<file path="src/rtl/axi_pkg.sv">
// AXI4 read-side types and burst address helpers shared by the read responder
// and its address generator.
package axi_pkg;

    localparam int AXI_MAX_ADDR_W = 64;
    localparam int AXI_MAX_ID_W   = 16;

    typedef enum logic [2:0] {
        SIZE_1   = 3'd0,
        SIZE_2   = 3'd1,
        SIZE_4   = 3'd2,
        SIZE_8   = 3'd3,
        SIZE_16  = 3'd4,
        SIZE_32  = 3'd5,
        SIZE_64  = 3'd6,
        SIZE_128 = 3'd7
    } AxiSize_t;

    typedef enum logic [1:0] {
        BURST_FIXED = 2'd0,
        BURST_INCR  = 2'd1,
        BURST_WRAP  = 2'd2,
        BURST_RSVD  = 2'd3
    } AxiBurst_t;

    typedef enum logic [1:0] {
        RESP_OKAY   = 2'd0,
        RESP_EXOKAY = 2'd1,
        RESP_SLVERR = 2'd2,
        RESP_DECERR = 2'd3
    } AxiResp_t;

    // Widths are sized for the largest supported bus; users cast down to their own widths.
    typedef struct packed {
        logic [AXI_MAX_ADDR_W-1:0] addr;
        logic [7:0]                len;
        AxiSize_t                  size;
        AxiBurst_t                 burst;
        logic [AXI_MAX_ID_W-1:0]   id;
    } AxiBurstCmd_t;

    function automatic logic axiWrapLenOk(input logic [7:0] len);
        return (len == 8'd1) || (len == 8'd3) || (len == 8'd7) || (len == 8'd15);
    endfunction

    function automatic logic [AXI_MAX_ADDR_W-1:0] axiNextAddr(
        input logic [AXI_MAX_ADDR_W-1:0] addr,
        input AxiSize_t                  size,
        input AxiBurst_t                 burst,
        input logic [7:0]                len
    );
        logic [AXI_MAX_ADDR_W-1:0] bytes;
        logic [AXI_MAX_ADDR_W-1:0] span;
        logic [AXI_MAX_ADDR_W-1:0] lower;
        logic [AXI_MAX_ADDR_W-1:0] nxt;
        bytes = 64'd1 << size;
        span  = bytes * ({56'd0, len} + 64'd1);
        lower = addr & ~(span - 64'd1);
        case (burst)
            BURST_INCR: nxt = (addr & ~(bytes - 64'd1)) + bytes;
            BURST_WRAP: begin
                nxt = addr + bytes;
                if (nxt == lower + span) begin
                    nxt = lower;
                end
            end
            default:    nxt = addr;
        endcase
        return nxt;
    endfunction

endpackage

</file>
<file path="src/rtl/axi_burst_addr_gen.sv">
// Per-beat address and beat counter for one AXI read burst: load on AR accept,
// advance on each non-final R handshake.
module axi_burst_addr_gen
    import axi_pkg::*;
#(
    parameter int ADDR_W = 32
) (
    input  logic                      clk,
    input  logic                      rst,
    input  logic                      i_load,
    input  logic                      i_advance,
    input  AxiBurstCmd_t              i_cmd,
    output logic [AXI_MAX_ADDR_W-1:0] o_cur_addr,
    output logic [AXI_MAX_ID_W-1:0]   o_id,
    output logic                      o_last
);

    // Keeps address arithmetic modulo the real bus width.
    localparam logic [AXI_MAX_ADDR_W-1:0] ADDR_MASK =
        (ADDR_W >= AXI_MAX_ADDR_W) ? '1 : ((64'd1 << ADDR_W) - 64'd1);

    logic [AXI_MAX_ADDR_W-1:0] r_cur_addr;
    logic [7:0]                r_beat_cnt;
    logic [7:0]                r_len;
    AxiSize_t                  r_size;
    AxiBurst_t                 r_burst;
    logic [AXI_MAX_ID_W-1:0]   r_id;
    logic [AXI_MAX_ADDR_W-1:0] w_next_addr;

    assign w_next_addr = axiNextAddr(r_cur_addr, r_size, r_burst, r_len) & ADDR_MASK;

    always_ff @(posedge clk) begin
        if (rst) begin
            r_cur_addr <= '0;
            r_beat_cnt <= '0;
            r_len      <= '0;
            r_size     <= SIZE_1;
            r_burst    <= BURST_FIXED;
            r_id       <= '0;
        end else if (i_load) begin
            r_cur_addr <= i_cmd.addr & ADDR_MASK;
            r_beat_cnt <= '0;
            r_len      <= i_cmd.len;
            r_size     <= i_cmd.size;
            r_burst    <= i_cmd.burst;
            r_id       <= i_cmd.id;
        end else if (i_advance) begin
            r_cur_addr <= w_next_addr;
            r_beat_cnt <= r_beat_cnt + 8'd1;
        end
    end

    assign o_cur_addr = r_cur_addr;
    assign o_id       = r_id;
    assign o_last     = (r_beat_cnt == r_len);

endmodule

</file>
<file path="src/rtl/axi_rd_slave.sv">
// AXI4 read responder: one burst at a time, each beat fetched from a 1-cycle
// synchronous memory and returned on R with OKAY or SLVERR.
module axi_rd_slave
    import axi_pkg::*;
#(
    parameter  int ADDR_W    = 32,
    parameter  int DATA_W    = 32,
    parameter  int ID_W      = 4,
    parameter  int MEM_BYTES = 4096,
    localparam int AW_MEM    = $clog2(MEM_BYTES / (DATA_W / 8))
) (
    input  logic              clk,
    input  logic              rst,
    input  logic              s_arvalid,
    output logic              s_arready,
    input  logic [ADDR_W-1:0] s_araddr,
    input  logic [7:0]        s_arlen,
    input  AxiSize_t          s_arsize,
    input  AxiBurst_t         s_arburst,
    input  logic [ID_W-1:0]   s_arid,
    output logic              s_rvalid,
    input  logic              s_rready,
    output logic [DATA_W-1:0] s_rdata,
    output AxiResp_t          s_rresp,
    output logic              s_rlast,
    output logic [ID_W-1:0]   s_rid,
    output logic              mem_rd,
    output logic [AW_MEM-1:0] mem_addr,
    input  logic [DATA_W-1:0] mem_rdata
);

    localparam int         LANE_W   = $clog2(DATA_W / 8);
    localparam logic [2:0] MAX_SIZE = 3'(LANE_W);

    localparam logic [1:0] ST_IDLE  = 2'd0;
    localparam logic [1:0] ST_FETCH = 2'd1;
    localparam logic [1:0] ST_DATA  = 2'd2;

    logic [1:0]                r_state;
    logic [1:0]                w_next_state;
    logic                      r_arready;
    logic                      r_fresh;
    logic                      r_burst_err;
    logic [DATA_W-1:0]         r_rdata;
    logic                      w_ar_hs;
    logic                      w_r_hs;
    logic                      w_last;
    logic                      w_beat_err;
    logic                      w_ar_err;
    logic                      w_wrap_err;
    logic [AXI_MAX_ADDR_W-1:0] w_ar_bytes;
    logic [AXI_MAX_ADDR_W-1:0] w_cur_addr;
    logic [AXI_MAX_ID_W-1:0]   w_id;
    logic [DATA_W-1:0]         w_beat_data;
    AxiBurstCmd_t              w_cmd;

    always_comb begin
        w_cmd       = '0;
        w_cmd.addr  = AXI_MAX_ADDR_W'(s_araddr);
        w_cmd.len   = s_arlen;
        w_cmd.size  = s_arsize;
        w_cmd.burst = s_arburst;
        w_cmd.id    = AXI_MAX_ID_W'(s_arid);
    end

    // Whole-burst errors are decided once at AR accept and poison every beat.
    assign w_ar_bytes = 64'd1 << s_arsize;
    assign w_wrap_err = (s_arburst == BURST_WRAP) &&
                        (!axiWrapLenOk(s_arlen) || ((w_cmd.addr & (w_ar_bytes - 64'd1)) != '0));
    assign w_ar_err   = (s_arsize > MAX_SIZE) || (s_arburst == BURST_RSVD) || w_wrap_err;

    assign w_ar_hs    = s_arvalid && s_arready;
    assign w_r_hs     = s_rvalid && s_rready;
    assign w_beat_err = r_burst_err || (w_cur_addr >= AXI_MAX_ADDR_W'(MEM_BYTES));
    assign w_beat_data = w_beat_err ? '0 : mem_rdata;

    axi_burst_addr_gen #(
        .ADDR_W (ADDR_W)
    ) u_addr_gen (
        .clk        (clk),
        .rst        (rst),
        .i_load     (w_ar_hs),
        .i_advance  (w_r_hs && !w_last),
        .i_cmd      (w_cmd),
        .o_cur_addr (w_cur_addr),
        .o_id       (w_id),
        .o_last     (w_last)
    );

    always_comb begin
        w_next_state = r_state;
        case (r_state)
            ST_IDLE:  if (w_ar_hs) w_next_state = ST_FETCH;
            ST_FETCH: w_next_state = ST_DATA;
            ST_DATA:  if (w_r_hs) w_next_state = w_last ? ST_IDLE : ST_FETCH;
            default:  w_next_state = ST_IDLE;
        endcase
    end

    // Memory data is only valid in the first DATA cycle, so it is registered there for stalls.
    always_ff @(posedge clk) begin
        if (rst) begin
            r_state     <= ST_IDLE;
            r_arready   <= 1'b0;
            r_fresh     <= 1'b0;
            r_rdata     <= '0;
            r_burst_err <= 1'b0;
        end else begin
            r_state   <= w_next_state;
            r_arready <= (w_next_state == ST_IDLE);
            r_fresh   <= (r_state == ST_FETCH);
            if (r_fresh) begin
                r_rdata <= w_beat_data;
            end
            if (w_ar_hs) begin
                r_burst_err <= w_ar_err;
            end
        end
    end

    assign s_arready = r_arready;
    assign s_rvalid  = (r_state == ST_DATA);
    assign s_rlast   = s_rvalid && w_last;
    assign s_rresp   = (s_rvalid && w_beat_err) ? RESP_SLVERR : RESP_OKAY;
    assign s_rdata   = r_fresh ? w_beat_data : r_rdata;
    assign s_rid     = ID_W'(w_id);
    assign mem_rd    = (r_state == ST_FETCH) && !w_beat_err;
    assign mem_addr  = w_cur_addr[LANE_W +: AW_MEM];

endmodule

</file>
<file path="config.mk">
export PLATFORM = sky130hd
export DESIGN_NAME = axi_rd_slave
export DESIGN_NICKNAME = d
export VERILOG_FILES = /design/src/rtl/axi_pkg.sv /design/src/rtl/axi_burst_addr_gen.sv /design/src/rtl/axi_rd_slave.sv
export SDC_FILE = /design/constraint.sdc
export NUM_CORES = 1
export LEC_CHECK = 0
export ABC_AREA = 1
export CORE_MARGIN = 2
export CORE_UTILIZATION = 38
export CTS_CLUSTER_DIAMETER = 60
export DETAILED_ROUTE_END_ITERATION = 10
export HOLD_SLACK_MARGIN = 0.03
export PLACE_DENSITY_LB_ADDON = 0.05
export REMOVE_ABC_BUFFERS = 1
export SETUP_SLACK_MARGIN = 0.05
export SYNTH_ARGS = -nofsm -noshare
export SYNTH_HDL_FRONTEND = slang
export SYNTH_SLANG_ARGS = --single-unit
</file>
<file path="constraint.sdc">
create_clock -name clk -period 12.3 [get_ports clk]
set_input_delay 3.075 -clock clk [delete_from_list [all_inputs] [get_ports clk]]
set_output_delay 3.075 -clock clk [all_outputs]
set_load 0.02 [all_outputs]
</file>
==> run metrics <==
CTS tree=built; #FFs+latches synth=94; CP Buf/Inv Count=4; Pleak=7.21 nW; setup ws final=2610 ps; status=finished clean; final net count=2457; Layout area overhead=15.1%; peak supply drop=75.9 µV; global route total overflow=0; FF+latch area=1880 µm²; initial DRC count=902; Final Hold Fails=0; Die H=187 µm; crit path kind=flip-flop to flip-flop; drt pass-1 iters=5; Core Area=32700 µm²; top cells by area, synth=nand2_1, dfxtp_1, inv_1; initial antenna violation count=0; Row Count=66; buffers added on ports=135; I/O pin count=137; worst slew pin tran=1030 ps; CTS Buf Count=9; number of diodes=0; worst reg2reg path startpoint=u_addr_gen.r_len[0]$_SDFFE_PP0P_; Max-Cap Viols=0; final hold slack=463 ps; filler instances=3696; sequential-to-total area share from yosys stat=0.149; Hold Crit Class=flip-flop to flip-flop; top_reg_cell synth=dfxtp_1; hpwl dp=36000 µm; Mapped Area=12700 µm²; crit-path max FO=33; syn avg cell area=5.80 µm²; starting density of the core=0.387; Vias/cell=5.19; vias in the first global route=13500; drc violations=0; Setup crit end kind=flip-flop; All-Layer GR Usage=0.259; worst rel slew slack=0.313; Post-CTS Setup Bufs=0; ys async rst share=0; min-delay src=u_addr_gen.r_burst[1]$_SDFFE_PP0P_; crit share post-route=0.787; Max Slew Vio Count=0; wire per inst=16.9 µm; H-tree depth=3; crit start category=flip-flop; crit path launch=u_addr_gen.r_len[0]$_SDFFE_PP0P_; post-route ant nets=0; first-pass GRT wire length=72600 µm; post-layout util=0.446; RSZ-0062 raised after global routing=false; # hold bufs at CTS=0; layout cells sized above 1=0.0503; post-synth top area cell=nand2_1; placed cell count=2694; CP arrival=9970 ps; cell family with most CP delay=simple AND/OR/NAND/NOR gates; Layout Skew=15.2 ps; Max clock buf depth=2; Finish-stage setup viols=0; Placer Congestion=0.950; Clock Sinks=94; most frequent cell on the critical path=nand2_1; EDFF count, synth=0; share of the synthesized area in the top cell type=0.185; Synth warnings=0; required time worst endpoint=12590 ps; min cycle time layout=9690 ps; Routed Wire Length=45700 µm; pin count of the biggest net entering global routing=65; Worst-Skew Late Latency=360 ps; Distinct cells, synth=52; CP max-delay cell=nor2_4; Cells after Synth=2185; clock slew at reported path FFs=80 ps; post-route setup TNS=0 ps; worst setup slack after placement=2750 ps; die width=187 µm; post-CTS sizing=0; Fmax=103 MHz; die area=34800 µm²; Multi-input gate area=9220 µm²; Root Buffer=clkbuf_16; total number of vias=14100; P per Cell Area=75.0 nW/µm²; fin cells=2710; CP peak stage delay=780 ps
-- area by class of cell --
class,count,area share
Multi-Input combinational cell,1694,0.632
Sequential cell,94,0.129
Timing Repair Buffer,147,0.0985
Inverter,317,0.0816
Tap cell,442,0.0379
Clock buffer,9,0.0154
Clock inverter,7,0.00515
-- metrics by stage --
step	area, µm²	power (mW)
3_3_place_gp	14300	0.803
3_5_place_dp	14300	0.802
5_1_grt	14600	1.16
2_1_floorplan	12300	0.629
4_1_cts	14600	1.10
6_report	14600	1.09
-- logic make-up after synthesis --
| logic type | synth area share |
|---|---|
| compound gates | 0.0996 |
| xor+xnor | 0.0455 |
| fa+ha+maj | 0.134 |
| buf+inv | 0.124 |
| flops | 0.149 |
| other cells | 0.000296 |
| simple gates | 0.447 |
-- worst min-delay path: stages (launching register included) --
cell	delay, ps
dfxtp_1	320
nand2_1	60
nand2_1	40
-- metal layers --
metal / wire (µm) / global-route usage / vias up
met1: 21300 / 0.357 / 6471
met2: 20200 / 0.415 / 426
met5: 0 / 0 / -
met3: 2800 / 0.0384 / 73
met4: 1370 / 0.0864 / 0
li1: - / - / 7093
-- where the power goes --
part	internal (mW)	switching, mW	leakage [nW]
Sequential	0.316	0.0171	0.762
Clock	0.144	0.150	0.144
Combinational	0.147	0.319	6.30
Total	0.608	0.486	7.21
-- cell usage in the layout (no fill, tap or decap), types with 12 or more instances in the layout --
master           synthesis  final
nand3_1                204    204
xor2_1                  56     56
inv_1                  304    304
o21ai_0                 62     62
nand4_1                 69     69
dfxtp_1                 94     94
nor3_1                  19     19
ha_1                    64     64
a21oi_1                139    139
nand2_2                 23     24
clkdlybuf4s50_1          0    134
buf_4                   11     12
nand2_1                625    624
fa_1                    45     45
nor2_1                 277    276
-- Yosys cell counts, types with 4 or more instances --
cell type	n
a31oi_1	9
inv_1	304
nand4_1	69
nand3_1	204
nor2_2	11
inv_2	11
nor2_4	8
xnor2_1	7
nand2_4	4
a21oi_1	139
dfxtp_1	94
buf_2	16
nor3_1	19
nand3_2	8
clkbuf_1	44
fa_1	45
o22ai_1	5
buf_1	6
nand2_2	23
nand2_1	625
o21ai_0	62
buf_4	11
o21bai_1	4
or2_2	6
xor2_1	56
ha_1	64
nor4_1	8
nand3b_1	5
nor2_1	277
-- sequential cells by signal, summed over array words and instances (netlist names) --
name,cells
r_fresh,1
u_addr_gen.o_id,4
r_burst_err,1
u_addr_gen.r_burst,2
s_arready,1
r_rdata,32
r_state,2
u_addr_gen.r_len,8
u_addr_gen.o_cur_addr,32
u_addr_gen.r_size,3
u_addr_gen.r_beat_cnt,8
-- path summary, 6_finish.rpt --
path	slack, ps	end	cells after the start
worst min register to register	460	u_addr_gen.r_burst[1]$_SDFFE_PP0P_	2
worst min-delay path	460	u_addr_gen.r_burst[1]$_SDFFE_PP0P_	2
worst max-delay path	2610	u_addr_gen.o_cur_addr[4]$_SDFFE_PP0P_	44
worst max register to register	2610	u_addr_gen.o_cur_addr[4]$_SDFFE_PP0P_	44
No activity file was read; power rests on OpenSTA's default activity.
